===== config.mk =====
export PLATFORM = sky130hd
export DESIGN_NAME = mem_rr_arbiter_flat
export DESIGN_NICKNAME = d
export VERILOG_FILES = /design/src/rtl/mem_rr_arbiter_if.sv /design/src/rtl/mem_rr_arbiter.sv /design/src/flat_wrapper.sv
export SDC_FILE = /design/constraint.sdc
export NUM_CORES = 1
export LEC_CHECK = 0
export CELL_PAD_IN_SITES_DETAIL_PLACEMENT = 1
export CELL_PAD_IN_SITES_GLOBAL_PLACEMENT = 2
export CORE_ASPECT_RATIO = 1.5
export CORE_MARGIN = 8
export CORE_UTILIZATION = 21
export CTS_CLUSTER_SIZE = 25
export DETAILED_ROUTE_END_ITERATION = 6
export GPL_TIMING_DRIVEN = 0
export PLACE_DENSITY = 0.71
export SETUP_SLACK_MARGIN = 0.05
export SLEW_MARGIN = 20
export SYNTH_ARGS = -nofsm -noshare
export SYNTH_HDL_FRONTEND = slang
export SYNTH_SLANG_ARGS = --single-unit

===== constraint.sdc =====
create_clock -name clk -period 1.4 [get_ports clk]
set_clock_uncertainty 0.05 [all_clocks]
set_input_delay 0.28 -clock clk [delete_from_list [all_inputs] [get_ports clk]]
set_output_delay 0.28 -clock clk [all_outputs]
set_load 0.01 [all_outputs]

===== src/rtl/mem_rr_arbiter_if.sv =====
// Requester, response and memory-side signals of the two-requester round-robin memory arbiter.
// The master modport is the environment side (bus masters plus the memory), slave is the arbiter.
interface mem_rr_arbiter_if #(
    parameter int unsigned WIDTH      = 16,
    parameter int unsigned ADDR_WIDTH = 6
);
    logic                  req0_valid;
    logic                  req0_wr_rd;
    logic [ADDR_WIDTH-1:0] req0_addr;
    logic [WIDTH-1:0]      req0_wdata;
    logic                  req0_gnt;

    logic                  req1_valid;
    logic                  req1_wr_rd;
    logic [ADDR_WIDTH-1:0] req1_addr;
    logic [WIDTH-1:0]      req1_wdata;
    logic                  req1_gnt;

    logic                  rsp_valid;
    logic                  rsp_id;
    logic [WIDTH-1:0]      rsp_rdata;
    logic                  rsp_err;

    logic                  mem_valid;
    logic                  mem_wr_rd;
    logic [ADDR_WIDTH-1:0] mem_addr;
    logic [WIDTH-1:0]      mem_wdata;
    logic [WIDTH-1:0]      mem_rdata;
    logic                  mem_ready;

    modport master (
        output req0_valid, req0_wr_rd, req0_addr, req0_wdata,
        output req1_valid, req1_wr_rd, req1_addr, req1_wdata,
        input  req0_gnt, req1_gnt,
        input  rsp_valid, rsp_id, rsp_rdata, rsp_err,
        input  mem_valid, mem_wr_rd, mem_addr, mem_wdata,
        output mem_rdata, mem_ready
    );

    modport slave (
        input  req0_valid, req0_wr_rd, req0_addr, req0_wdata,
        input  req1_valid, req1_wr_rd, req1_addr, req1_wdata,
        output req0_gnt, req1_gnt,
        output rsp_valid, rsp_id, rsp_rdata, rsp_err,
        output mem_valid, mem_wr_rd, mem_addr, mem_wdata,
        input  mem_rdata, mem_ready
    );
endinterface


===== src/rtl/mem_rr_arbiter.sv =====
// Two-requester round-robin arbiter sequencing one transaction at a time into a valid/ready memory.
// Define MEM_ARB_TIMEOUT_EN to bound the wait for mem_ready to TIMEOUT cycles and report rsp_err.
module mem_rr_arbiter #(
    parameter int unsigned WIDTH      = 16,
    parameter int unsigned DEPTH      = 64,
    parameter int unsigned ADDR_WIDTH = $clog2(DEPTH),
    parameter int unsigned TIMEOUT    = 15
) (
    input  logic              clk,
    input  logic              res,
    mem_rr_arbiter_if.slave   bus
);

    typedef enum logic [1:0] {IDLE, ISSUE, RESP} state_t;

    state_t                state;
    logic                  last_gnt;
    logic                  gnt0_c;
    logic                  gnt1_c;
    logic                  tmo_hit_c;
    logic                  mem_valid_q;
    logic                  mem_wr_rd_q;
    logic [ADDR_WIDTH-1:0] mem_addr_q;
    logic [WIDTH-1:0]      mem_wdata_q;
    logic                  rsp_valid_q;
    logic                  rsp_id_q;
    logic [WIDTH-1:0]      rsp_rdata_q;

    if (TIMEOUT == 0) begin : g_timeout_chk
        $error("mem_rr_arbiter: TIMEOUT must be at least 1");
    end

    // Grants only in IDLE; on contention the requester that did not win last time goes first.
    always_comb begin
        gnt0_c = 1'b0;
        gnt1_c = 1'b0;
        if (res && state == IDLE) begin
            gnt0_c = bus.req0_valid && (!bus.req1_valid || last_gnt);
            gnt1_c = bus.req1_valid && (!bus.req0_valid || !last_gnt);
        end
    end

`ifdef MEM_ARB_TIMEOUT_EN
    localparam int unsigned CNT_W = $clog2(TIMEOUT + 1);

    logic [CNT_W-1:0] tmo_cnt;
    logic             rsp_err_q;

    assign tmo_hit_c = (state == ISSUE) && (tmo_cnt == CNT_W'(TIMEOUT - 1));

    // Counter sits at zero outside ISSUE, so it starts clean on every entry.
    always_ff @(posedge clk or negedge res) begin
        if (!res) begin
            tmo_cnt   <= '0;
            rsp_err_q <= 1'b0;
        end else begin
            if (state != ISSUE) begin
                tmo_cnt <= '0;
            end else if (!tmo_hit_c) begin
                tmo_cnt <= tmo_cnt + CNT_W'(1);
            end
            if (state == ISSUE && (bus.mem_ready || tmo_hit_c)) begin
                rsp_err_q <= !bus.mem_ready;
            end
        end
    end

    assign bus.rsp_err = rsp_err_q;
`else
    assign tmo_hit_c   = 1'b0;
    assign bus.rsp_err = 1'b0;
`endif

    // Sequencer: latch the winner, hold the memory request until ready, then pulse the response.
    always_ff @(posedge clk or negedge res) begin
        if (!res) begin
            state       <= IDLE;
            last_gnt    <= 1'b1;
            mem_valid_q <= 1'b0;
            mem_wr_rd_q <= 1'b0;
            mem_addr_q  <= '0;
            mem_wdata_q <= '0;
            rsp_valid_q <= 1'b0;
            rsp_id_q    <= 1'b0;
            rsp_rdata_q <= '0;
        end else begin
            case (state)
                IDLE: begin
                    if (gnt0_c || gnt1_c) begin
                        state       <= ISSUE;
                        last_gnt    <= gnt1_c;
                        mem_valid_q <= 1'b1;
                        mem_wr_rd_q <= gnt1_c ? bus.req1_wr_rd : bus.req0_wr_rd;
                        mem_addr_q  <= gnt1_c ? bus.req1_addr  : bus.req0_addr;
                        mem_wdata_q <= gnt1_c ? bus.req1_wdata : bus.req0_wdata;
                    end
                end
                ISSUE: begin
                    if (bus.mem_ready || tmo_hit_c) begin
                        state       <= RESP;
                        rsp_valid_q <= 1'b1;
                        rsp_id_q    <= last_gnt;
                        rsp_rdata_q <= (bus.mem_ready && !mem_wr_rd_q) ? bus.mem_rdata : '0;
                        mem_valid_q <= 1'b0;
                        mem_wr_rd_q <= 1'b0;
                        mem_addr_q  <= '0;
                        mem_wdata_q <= '0;
                    end
                end
                RESP: begin
                    state       <= IDLE;
                    rsp_valid_q <= 1'b0;
                end
                default: begin
                    state <= IDLE;
                end
            endcase
        end
    end

    assign bus.req0_gnt  = gnt0_c;
    assign bus.req1_gnt  = gnt1_c;
    assign bus.mem_valid = mem_valid_q;
    assign bus.mem_wr_rd = mem_wr_rd_q;
    assign bus.mem_addr  = mem_addr_q;
    assign bus.mem_wdata = mem_wdata_q;
    assign bus.rsp_valid = rsp_valid_q;
    assign bus.rsp_id    = rsp_id_q;
    assign bus.rsp_rdata = rsp_rdata_q;

endmodule

===== src/flat_wrapper.sv =====
// flat-port wrapper written by rule: the top's interface ports become plain ports
module mem_rr_arbiter_flat 
#(
    parameter int unsigned WIDTH      = 16,
    parameter int unsigned DEPTH      = 64,
    parameter int unsigned ADDR_WIDTH = $clog2(DEPTH),
    parameter int unsigned TIMEOUT    = 15
)
  (clk, res, bus_req0_valid, bus_req0_wr_rd, bus_req0_addr, bus_req0_wdata, bus_req1_valid, bus_req1_wr_rd, bus_req1_addr, bus_req1_wdata, bus_req0_gnt, bus_req1_gnt, bus_rsp_valid, bus_rsp_id, bus_rsp_rdata, bus_rsp_err, bus_mem_valid, bus_mem_wr_rd, bus_mem_addr, bus_mem_wdata, bus_mem_rdata, bus_mem_ready);
  mem_rr_arbiter_if #(.WIDTH(WIDTH), .ADDR_WIDTH(ADDR_WIDTH)) bus_i ();
  input  logic clk;
  input  logic res;
  input wire logic [$bits(bus_i.req0_valid)-1:0] bus_req0_valid;
  input wire logic [$bits(bus_i.req0_wr_rd)-1:0] bus_req0_wr_rd;
  input wire logic [$bits(bus_i.req0_addr)-1:0] bus_req0_addr;
  input wire logic [$bits(bus_i.req0_wdata)-1:0] bus_req0_wdata;
  input wire logic [$bits(bus_i.req1_valid)-1:0] bus_req1_valid;
  input wire logic [$bits(bus_i.req1_wr_rd)-1:0] bus_req1_wr_rd;
  input wire logic [$bits(bus_i.req1_addr)-1:0] bus_req1_addr;
  input wire logic [$bits(bus_i.req1_wdata)-1:0] bus_req1_wdata;
  output wire logic [$bits(bus_i.req0_gnt)-1:0] bus_req0_gnt;
  output wire logic [$bits(bus_i.req1_gnt)-1:0] bus_req1_gnt;
  output wire logic [$bits(bus_i.rsp_valid)-1:0] bus_rsp_valid;
  output wire logic [$bits(bus_i.rsp_id)-1:0] bus_rsp_id;
  output wire logic [$bits(bus_i.rsp_rdata)-1:0] bus_rsp_rdata;
  output wire logic [$bits(bus_i.rsp_err)-1:0] bus_rsp_err;
  output wire logic [$bits(bus_i.mem_valid)-1:0] bus_mem_valid;
  output wire logic [$bits(bus_i.mem_wr_rd)-1:0] bus_mem_wr_rd;
  output wire logic [$bits(bus_i.mem_addr)-1:0] bus_mem_addr;
  output wire logic [$bits(bus_i.mem_wdata)-1:0] bus_mem_wdata;
  input wire logic [$bits(bus_i.mem_rdata)-1:0] bus_mem_rdata;
  input wire logic [$bits(bus_i.mem_ready)-1:0] bus_mem_ready;
  assign bus_i.req0_valid = bus_req0_valid;
  assign bus_i.req0_wr_rd = bus_req0_wr_rd;
  assign bus_i.req0_addr = bus_req0_addr;
  assign bus_i.req0_wdata = bus_req0_wdata;
  assign bus_i.req1_valid = bus_req1_valid;
  assign bus_i.req1_wr_rd = bus_req1_wr_rd;
  assign bus_i.req1_addr = bus_req1_addr;
  assign bus_i.req1_wdata = bus_req1_wdata;
  assign bus_req0_gnt = bus_i.req0_gnt;
  assign bus_req1_gnt = bus_i.req1_gnt;
  assign bus_rsp_valid = bus_i.rsp_valid;
  assign bus_rsp_id = bus_i.rsp_id;
  assign bus_rsp_rdata = bus_i.rsp_rdata;
  assign bus_rsp_err = bus_i.rsp_err;
  assign bus_mem_valid = bus_i.mem_valid;
  assign bus_mem_wr_rd = bus_i.mem_wr_rd;
  assign bus_mem_addr = bus_i.mem_addr;
  assign bus_mem_wdata = bus_i.mem_wdata;
  assign bus_i.mem_rdata = bus_mem_rdata;
  assign bus_i.mem_ready = bus_mem_ready;
  mem_rr_arbiter #(.WIDTH(WIDTH), .DEPTH(DEPTH), .ADDR_WIDTH(ADDR_WIDTH), .TIMEOUT(TIMEOUT)) u_core (.clk(clk), .res(res), .bus(bus_i));
endmodule

==> out/results.txt, run 1 <==
Die W: 99.4 um
Post-Synthesis Net Count: 245
Overflow after GRT: 0
Peak Freq: 0.610 GHz
Final Util: 0.401
Drt first pass iters: 3
Clock-pin slew on the worst setup and hold paths: 0.06 ns
Final Cycle Share: 1.17
DR vias: 1,874
Final Hold Vio Count: 44
Pin count of the biggest net entering global routing: 49
Ranking of synthesized cells by area: dfrtp_1 (50%), o2bb2ai_2 (14%), mux2i_1 (11%)
Max incr delay on CP: 0.42 ns
Most common cell after layout, fill and taps aside: clkdlybuf4s50_1
Final setup margin: -0.240 ns
IO Port Bufs: 110
Clk_lat worst skew: 0.28 ns
Worst path bufs/invs: 2
Max Slew Vio Count: 0
Library cells used by synthesis: 28
Most frequent cells in the layout: clkdlybuf4s50_1 (63), dfrtp_1 (41), dlygate4sd2_1 (32)
Post-DR wirelength/cell: 17.7 um
Final net count: 378
Critical path startpoint category: flop
Mean Syn Cell Area: 12.3 um2
Layout area overhead: 85.5%
Htree depth: 2
Die ar.: 0.0140 mm2
Initial Util: 0.216
Status: complete, but fails checks
Total Wirelength: 7600 um
CP Data Required Time: 1.07 ns
Clock period minus worst slack: 1.64 ns
FP Rows: 45
IO Pins: 112
Leakage: 1.76 nW
Ys Warns: 0
Cells after Synth: 178
Most common flop cell mapped by yosys: dfrtp_1
Worst Path Max Fanout: 4
PwrDens: 1520 mW/mm2
Maximum VDD drop: 0.666 mV
Yosys reg bits: 45
Setup TNS: -2.86 ns
Most frequent CP cell: buf_6
N_diodes: 0
Mapped cell area: 0.00219 mm2
Overall Global Routing Usage: 0.109
First-iteration detailed-routing DRC count: 21
CTS Buf Count: 5
Antenna viol nets, final: 0
Post-synth top area share: 0.503
CTS sink count: 45
Number of global-route vias before repair: 2,115
Failing checks: hold timing, setup timing
CP top delay family: flip-flops
Critical R2R Launch: u_core.state[0]$_DFFE_PN0P_
Share of cells above drive strength 1: 0.253
EDFF count, synth: 0
DIE HEIGHT: 141 um
Hold Path Class: input pin to asynchronous set/reset pin
Hold slack: -0.198 ns
Worst setup startpoint: u_core.state[1]$_DFFE_PN0P_
Core ar.: 0.0101 mm2
HPWL Detailed: 5490 um
First-pass GRT wire length: 12,000 um
Via density per instance: 4.37
Post-synth top area cell: dfrtp_1
CP Capture Type: primary output
Clock buffer depth: 2
Asr flop ratio synth: 1.00
Critical path depth: 4
TritonCTS clock tree: done
Initial antenna violation count: 0
RSZ-0062 raised after global routing: yes
Gpl congestion: 0.685
Crit Path Class: flop to primary output
Worst Reg-to-Reg Cells: 6
Crit path DAT: 1.31 ns
Final setup viols: 25
DR DRC count: 0
Sequential share of the synthesized area: 0.515
Root Driver: clkbuf_16
Worst-path cell chain: nor3b_4, buf_6, and2_4, buf_6
Crit-path slowest cell: dfrtp_2
Max Cap Viol: 0
[cells in the mapped netlist (2+ instances only)]
master and count:
buf_2 2, buf_6 4, buf_4 4, dfrtp_1 44
inv_1 5, o21ai_0 13, nand2_1 19, a21oi_1 3
nand2b_1 17, a31oi_1 2, o21ai_1 5, o2bb2ai_1 3
mux2i_1 23, o2bb2ai_2 20
[worst reg2reg max path, delay by kind of cell, from the launching register on]
| kind | cells | cell delay, ns |
|---|---|---|
| compound gates | 2 | 0.38 |
| buf+inv | 3 | 0.40 |
| simple gates | 1 | 0.18 |
| flops | 1 | 0.43 |
[routing by layer]
metal | track usage | up-vias | routed length [um]
met5 | 0 | - | 0
met4 | 0.0288 | 0 | 72
met3 | 0.0394 | 8 | 504
met2 | 0.190 | 65 | 4000
met1 | 0.122 | 910 | 3020
li1 | - | 891 | -
[power breakdown]
group          internal, mW  switching, mW
clock                 0.665          0.475
sequential             1.80          0.345
combinational          1.66           1.24
total                  4.12           2.06
[stage by stage]
stage / hold WS, ns / instance area (um2) / total power [mW] / instances / worst slack [ns]
after floorplan: -0.0656 / 2200 / 3.28 / 178 / 0.0665
after global placement: 0.415 / 3450 / 4.74 / 405 / -2.75
after detailed placement: 0.303 / 3440 / 4.77 / 405 / -0.994
after CTS: -0.146 / 3830 / 6.01 / 428 / -0.292
after global routing: -0.185 / 4060 / 6.61 / 429 / -0.295
final: -0.198 / 4060 / 6.18 / 429 / -0.240
[repair_timing]
| action | in CTS | in global routing |
|---|---|---|
| endpoints found under the hold margin | 44 | 44 |
| cloned | 2 | 0 |
| endpoints found under the setup margin | 86 | 42 |
| pin swaps | 5 | 7 |
| setup buffers | 13 | 4 |
| gates resized for setup | 90 | 45 |
[logic make-up after synthesis]
kind of cell / count (synthesis) / share of synthesized area
buffers and inverters: 17 / 0.0514
flip-flops: 45 / 0.515
AND/OR/NAND/NOR: 42 / 0.107
other: 1 / 0.00171
multiplexers: 24 / 0.110
AO/OA/AOI/OAI: 49 / 0.215
[sequential cells by signal, indices dropped and copies added (netlist names)]
name and flops:
u_core.bus.mem_addr 6, u_core.bus.mem_wr_rd 1, u_core.bus.rsp_valid 1, u_core.bus.rsp_rdata 16, u_core.last_gnt 1, u_core.bus.mem_valid 1, u_core.bus.mem_wdata 16, u_core.bus.rsp_id 1
u_core.state 2
[final timing paths]
kind / endpoint / slack [ns]
max in group asynchronous: u_core.last_gnt$_DFFE_PN1P_ / 1.21
worst min register to register: u_core.bus.rsp_rdata[1]$_DFFE_PN0P_ / 0.43
min in group clk: u_core.last_gnt$_DFFE_PN1P_ / 0.33
worst max-delay path: bus_req1_gnt / -0.24
worst max register to register: u_core.bus.mem_wdata[0]$_DFFE_PN0P_ / -0.15
worst min-delay path: u_core.bus.mem_wdata[6]$_DFFE_PN0P_ / -0.20
[cell type report]
| type | instances | area [um2] |
|---|---|---|
| Clock buffer | 8 | 136 |
| Inverter | 5 | 18.8 |
| Buffer | 10 | 159 |
| Timing Repair Buffer | 128 | 1270 |
| Sequential cell | 45 | 1130 |
| Multi-Input combinational cell | 116 | 1200 |
| Fill cell | 1115 | 6070 |
| Tap cell | 117 | 146 |
No activity file was read; power rests on OpenSTA's default activity.
==> run 2, diff against run 1 <==
- CAP_MARGIN: unset -> 20
==> results of run 2 <==
The final DEF is identical to that of run 1; final timing and power are the same.
